**src/rtl/dmem_responder.sv**
```systemverilog
// ============================================================================
//  Module      : dmem_responder
//  Description : Fixed-latency data-memory responder with byte-enabled writes
//                and out-of-range error reporting over a register-array RAM.
//  Revision    : 1.0  initial release
// ============================================================================
`default_nettype none

module dmem_responder #(
    parameter int ADDR_W  = 8,
    parameter int DATA_W  = 16,
    parameter int DEPTH   = 200,
    parameter int LATENCY = 2
) (
    input  logic                clk,
    input  logic                reset,
    input  logic                req_i,
    input  logic                we_i,
    input  logic [ADDR_W-1:0]   addr_i,
    input  logic [DATA_W-1:0]   wdata_i,
    input  logic [DATA_W/8-1:0] be_i,
    output logic                ack_o,
    output logic [DATA_W-1:0]   rdata_o,
    output logic                err_o,
    output logic                busy_o
);

    localparam int              c_NB    = DATA_W / 8;
    localparam logic [3:0]      c_LOAD  = 4'(LATENCY - 1);
    localparam logic [ADDR_W:0] c_DEPTH = (ADDR_W + 1)'(DEPTH);

    typedef enum logic [1:0] {
        S_IDLE = 2'd0,
        S_WAIT = 2'd1,
        S_RESP = 2'd2
    } state_t;

    state_t              state_q, state_d;
    logic [3:0]          cnt_q, cnt_d;
    logic                ack_q, ack_d;
    logic                err_q, err_d;
    logic [DATA_W-1:0]   rdata_q, rdata_d;

    logic                we_q;
    logic [ADDR_W-1:0]   addr_q;
    logic [DATA_W-1:0]   wdata_q;
    logic [c_NB-1:0]     be_q;

    logic                w_accept;
    logic                w_mem_we;
    logic                w_in_range;

    logic [DATA_W-1:0]   mem [0:DEPTH-1];

    assign w_in_range = ({1'b0, addr_q} < c_DEPTH);

    // ack/rdata/err are registered on the edge that leaves RESP, which puts
    // the ack pulse LATENCY+1 cycles after the accept edge.
    always_comb begin
        state_d  = state_q;
        cnt_d    = cnt_q;
        ack_d    = 1'b0;
        err_d    = 1'b0;
        rdata_d  = '0;
        w_accept = 1'b0;
        w_mem_we = 1'b0;
        case (state_q)
            S_IDLE: begin
                if (req_i) begin
                    w_accept = 1'b1;
                    cnt_d    = c_LOAD;
                    state_d  = S_WAIT;
                end
            end
            S_WAIT: begin
                if (cnt_q == 4'd0) begin
                    state_d = S_RESP;
                end else begin
                    cnt_d = cnt_q - 4'd1;
                end
            end
            S_RESP: begin
                ack_d   = 1'b1;
                state_d = S_IDLE;
                if (!w_in_range) begin
                    err_d = 1'b1;
                end else if (we_q) begin
                    w_mem_we = 1'b1;
                end else begin
                    rdata_d = mem[addr_q];
                end
            end
            default: state_d = S_IDLE;
        endcase
    end

    always_ff @(posedge clk) begin
        if (!reset) begin
            state_q <= S_IDLE;
            cnt_q   <= 4'd0;
            ack_q   <= 1'b0;
            err_q   <= 1'b0;
            rdata_q <= '0;
        end else begin
            state_q <= state_d;
            cnt_q   <= cnt_d;
            ack_q   <= ack_d;
            err_q   <= err_d;
            rdata_q <= rdata_d;
        end
    end

    always_ff @(posedge clk) begin
        if (w_accept) begin
            we_q    <= we_i;
            addr_q  <= addr_i;
            wdata_q <= wdata_i;
            be_q    <= be_i;
        end
    end

    // RAM is never cleared; a reset coinciding with RESP suppresses the write.
    always_ff @(posedge clk) begin
        if (reset && w_mem_we) begin
            for (int b = 0; b < c_NB; b++) begin
                if (be_q[b]) begin
                    mem[addr_q][8*b +: 8] <= wdata_q[8*b +: 8];
                end
            end
        end
    end

    assign ack_o   = ack_q;
    assign err_o   = err_q;
    assign rdata_o = rdata_q;
    assign busy_o  = (state_q != S_IDLE) || ack_q;

endmodule

`default_nettype wire

```
**config.mk**
```make
export PLATFORM = sky130hd
export DESIGN_NAME = dmem_responder
export DESIGN_NICKNAME = d
export VERILOG_FILES = /design/src/rtl/dmem_responder.sv
export SDC_FILE = /design/constraint.sdc
export NUM_CORES = 2
export LEC_CHECK = 0
export CAP_MARGIN = 20
export CORE_UTILIZATION = 40
export CTS_BUF_LIST = sky130_fd_sc_hd__clkbuf_4 sky130_fd_sc_hd__clkbuf_8 sky130_fd_sc_hd__clkbuf_16
export DETAILED_ROUTE_END_ITERATION = 12
export GPL_TIMING_DRIVEN = 0
export MAX_ROUTING_LAYER = met4
export PLACE_DENSITY = 0.65
export SLEW_MARGIN = 20
export SYNTH_ARGS = -nofsm -noshare
export SYNTH_HDL_FRONTEND = slang
export SYNTH_SLANG_ARGS = --single-unit
export TNS_END_PERCENT = 1
```
**constraint.sdc**
```tcl
create_clock -name clk -period 4.1 [get_ports clk]
set_clock_uncertainty 0.15 [all_clocks]
set_input_delay 0.615 -clock clk [delete_from_list [all_inputs] [get_ports clk]]
set_output_delay 0.615 -clock clk [all_outputs]
set_load 0.005 [all_outputs]
```
==> After elaboration in Yosys (flattened, before gate mapping) <==
Memories as Yosys holds them, arrays and structs flattened. A register that Yosys moved wholly into a read port is not among the register bits.
Index checks and enable logic that the tools add are counted.
{ "classes": {"n_bitwise": 3, "n_mux": 19, "reduce_logical": 10, "eq_ne": 5, "n_lt_le_gt_ge": 1, "add_sub_neg": 1} }
{ "ops": {"columns": ["op", "count"], "rows": [
  ["$mux W1", 13],
  ["$lt A8 B8 Y1 const B", 1],
  ["$mux W4", 2],
  ["$pmux W4 S2", 1],
  ["$ne A2 B2 Y1 const B", 3],
  ["$logic_not A4 Y1", 1],
  ["$mux W2", 2],
  ["$pmux W2 S2", 1],
  ["$reduce_and A2 Y1", 2],
  ["$reduce_bool A2 Y1", 2],
  ["$reduce_or A4 Y1", 1],
  ["$sub A4 B1 Y4 const B", 1],
  ["$not A1 Y1", 3],
  ["$reduce_and A3 Y1", 1],
  ["$eq A2 B1 Y1 const B", 1],
  ["$eq A2 B2 Y1 const B", 1],
  ["$logic_not A2 Y1", 1],
  ["$logic_and A1 B1 Y1", 1],
  ["$logic_or A1 B1 Y1", 1]
]} }
{ "word_totals": {"reg_bits": 35, "out_inout_bits": 19, "ram_bits": 3200, "mem_count": 1, "input_bits": 30, "wordCells": 48} }
{ "memory_table": {"columns": ["name", "words", "width", "read_ports", "rd_clocked_by_memory_dff", "write_ports", "line_no", "rtl"], "rows": [
  ["mem", 200, 16, 1, 1, 1, "53", "logic [DATA_W-1:0] mem [0:DEPTH-1];"]
]} }

==> Logic depth before layout (Yosys ltp) <==
{ "logic_depth": {"depth_word": 6, "mapped_depth": 12, "ltp_nobuf": 8} }

==> Least setup slack after synthesis <==
Ideal clock, no wire load.
{ "synth_timing": {"path_type": "in2reg", "start": "in req_i", "end": "reg cnt_q[3]", "n_path_buf": 0, "setup_slack_ps": 449, "required_ps": 3834, "arrival_time_ps": 3385, "setup_ps": 116, "cell_stages": 5, "path_cell_list": "nor3b_1 -> or2_2 -> nand2_1 -> xor2_1 -> nor2_1"} }
{ "synth_between": {"elab_chain_len": 2} }
{ "synth_lines": {"columns": ["item", "line_no", "rtl"], "rows": [
  ["from (decl)", "17", "input logic req_i,"],
  ["$ne A2 B2 Y1 (no line)", null, null],
  ["$reduce_and A3 Y1 (no line)", null, null],
  ["to (signal assigned)", "106", "cnt_q <= cnt_d;"],
  ["to (decl)", "39", "logic [3:0] cnt_q, cnt_d;"]
]} }
No other way between the ends.
A chain may end at the register's enable or synchronous reset.

==> Worst setup path in the final report <==
{ "layout_timing": {"start": "reg addr_q[5]", "end": "reg rdata_q[5], in the netlist rdata_o[5]"} }
{ "layout_between": {"elab_chain_len": 3} }
{ "layout_lines": {"columns": ["item", "line_no", "rtl"], "rows": [
  ["from (decl)", "45", "logic [ADDR_W-1:0] addr_q;"],
  ["from (signal assigned)", "116", "addr_q <= addr_i;"],
  ["$lt A8 B8 Y1", "55", "assign w_in_range = ({1'b0, addr_q} < c_DEPTH);"],
  ["$not A1 Y1 (no line)", null, null],
  ["$reduce_or A4 Y1 (no line)", null, null],
  ["to (signal assigned)", "109", "rdata_q <= rdata_d;"],
  ["to (decl)", "42", "logic [DATA_W-1:0] rdata_q, rdata_d;"]
]} }
Several ways; a longest one is shown, not always the timed one.

==> metrics.csv <==
metric,value,unit
Startpoint Class,register,
drt pass-1 iters,8,
P_leak,46.2,nW
Vias,68800,
largest cells by area after synthesis,"edfxtp_1 (77%), mux4_2 (12%), mux2i_1 (2.9%), nor2_1 (1.5%), a22oi_1 (0.65%)",
synth cell count leaders,"edfxtp_1 (3227), mux4_2 (648), nor2_1 (487)",
type of the tightest min-delay check,in2reg,
Crit. End Element,register,
Mapped Nets,6033,
GPL Wtd Cong,1.06,
RSZ-0062 raised after global routing,true,
outcome,"finished, violations left",
Async SR Flop Fraction,0,
mean area per synthesized cell,20.9,µm²
total wire length,420,mm
Util after Layout,0.478,
placed cells,10400,
"count leader, synth",edfxtp_1,
clk_lat worst skew,0.93,ns
largest area contributor in the netlist,edfxtp_1,
total gr overflow,0,
worst vdd ir,0.467,mV
number of I/O pins,49,
Least-Margin Pin Slew,1.28,ns
failing checks,setup timing,
core box area,312000,µm²
"Warnings, synthesis",0,
sequential share of the synthesized area,0.776,
Max-cap violations,0,
setup_tns,-220.55,ns
vias per inst,6.26,
initial antenna violation count,42,
Total GRT Usage,0.270,
Peak Freq,226,MHz
final setup margin,-0.316,ns
CTS tree,built,
fin nets,6601,
CTS Buffer Depth,4,
hold_ws,0.124,ns
dpl ws,-2.26,ns
Syn Inst Count,6001,
Iter 0 DRT Violations,11700,
Post-Layout Cell Count,11000,
Post-synth EDFFs,3227,
clock root buffer,clkbuf_16,
Netlist cell types,67,
number of global-route vias before repair,66400,
relative slew slack,0.143,
Setup Viol. Count Final,2274,
CP Class,reg2reg,
pwr dens,490,nW/µm²
# fillers,25100,
"Cell Area, Synth",126000,µm²
Hold Buf Count CTS,0,
Starting Density,0.402,
HPWL Detailed,300,mm
share of post-route cells with drive strength above 1,0.321,
global-route wire length before repair,562,mm
area grow syn2layout,18.9,%
H-tree levels,5,
final hold vios,0,
Die W,562,µm
Most used DFF post-synth,edfxtp_1,
period utilisation layout,1.08,
total clock sinks,3251,
remaining routing DRC violations,0,
CTS Buf Count,324,
Routed Antenna Nets,0,
routed wire length per instance,38.2,µm
"Req. time, crit path",4.67,ns
pin count of the biggest net entering global routing,29,
DIE AREA,316000,µm²
"Min Clock Period, post-route",4.42,ns
# port buffers,48,
clock-pin slew on the worst setup and hold paths,0.06,ns
Slew Limit Fails,0,
Worst Path Arrival,4.99,ns
Synth top area share,0.772,
CP max FO,10,
num rows,205,
Die H,562,µm
register bit total from synthesis,3251,
## sequential cells by signal, summed over array words and instances (netlist names)
signal / count
state_q: 2
ack_o: 1
err_o: 1
cnt_q: 4
we_q: 1
rdata_o: 16
wdata_q: 16
be_q: 2
addr_q: 8
mem: 3200
## cell usage in the layout (no fill, tap or decap), drive strengths merged, types with 21 or more instances in the layout
cell type,netlist,layout
nor2,487,487
buf,237,435
bufinv,0,25
nor4,22,22
o211ai,33,33
o22a,49,49
dfxtp,24,24
clkbuf,130,516
nand3,44,44
nand2,103,103
clkinv,0,122
clkdlybuf4s50,0,48
edfxtp,3227,3227
mux2i,369,369
diode,0,44
inv,22,35
a22oi,108,108
a221oi,49,49
mux2,21,21
o21ai,62,62
mux4,648,648
o22ai,104,104
## power by group
part	leakage [nW]	switching [mW]	internal (mW)	total, mW
Clock	5.13	12.8	16.8	29.6
Sequential	29.2	0.0883	36.8	36.9
Combinational	11.8	4.54	2.12	6.66
Total	46.2	17.4	55.7	73.1
## final timing paths
| check | depth (start not counted) | slack (ns) | to | start |
|---|---|---|---|---|
| hold / removal | 1 | 0.12 | wdata_q[0] | wdata_i[0] |
| hold reg to reg | 1 | 0.39 | cnt_q[0] | cnt_q[0] |
| setup / recovery | 9 | -0.32 | rdata_o[5] | addr_q[5] |
| setup reg to reg | 9 | -0.32 | rdata_o[5] | addr_q[5] |
## area by class of cell
class / count / area (µm²) / area share
repair buffers: 248 / 3710 / 0.0249
clock inverters: 178 / 1680 / 0.0112
flip-flops and latches: 3251 / 97400 / 0.653
inverters: 22 / 82.6 / 0.000554
diodes: 44 / 110 / 0.000738
plain buffers: 361 / 2520 / 0.0169
well taps: 4140 / 5180 / 0.0347
multi-input cells: 2361 / 29800 / 0.200
clock buffers: 391 / 8710 / 0.0584
## layer usage
layer / wire [µm] / track usage
met1: 146000 / 0.334
met4: 30400 / 0.165
met2: 188000 / 0.393
met3: 55000 / 0.0798
met5: 0 / -
## worst max-delay path, stage by stage, from the launching register on
cell	delay, ns
edfxtp_1	0.57
buf_2	0.40
or3b_2	0.18
buf_2	0.38
clkbuf_4	0.42
clkbuf_2	0.46
o22ai_1	0.25
nor4_2	0.67
a311oi_1	0.18
o22ai_2	0.56
## cells by family (layout without fill, tap and decap cells)
kind of cell / count (synthesis) / after routing / share of synthesized area
muxes: 1038 / 1038 / 0.148
DFF: 3251 / 3251 / 0.776
xor gates and xnor gates: 2 / 2 / 0.000140
buffers and inverters: 389 / 1200 / 0.0172
other: 0 / 44 / 0
AOI/OAI and AO/OA: 541 / 541 / 0.0319
and+or+nand+nor: 778 / 778 / 0.0271
adders and majority gates: 2 / 2 / 0.000199
## timing repair
item,4_1_cts,5_1_grt
pin swaps,16,7
setup buffers,13,0
resized for setup,696,425
setup endpoints to repair,3217,2878
gates cloned,0,0
## per-stage QoR
| stage | total power [mW] | cell area [µm²] |
|---|---|---|
| finish | 73.1 | 149000 |
| global route | 74.3 | 149000 |
| CTS | 72.8 | 147000 |
| detailed placement | 43.7 | 134000 |
| global placement | 43.4 | 131000 |
| floorplan | 40.5 | 126000 |
Power figures use the tool's default switching activity.
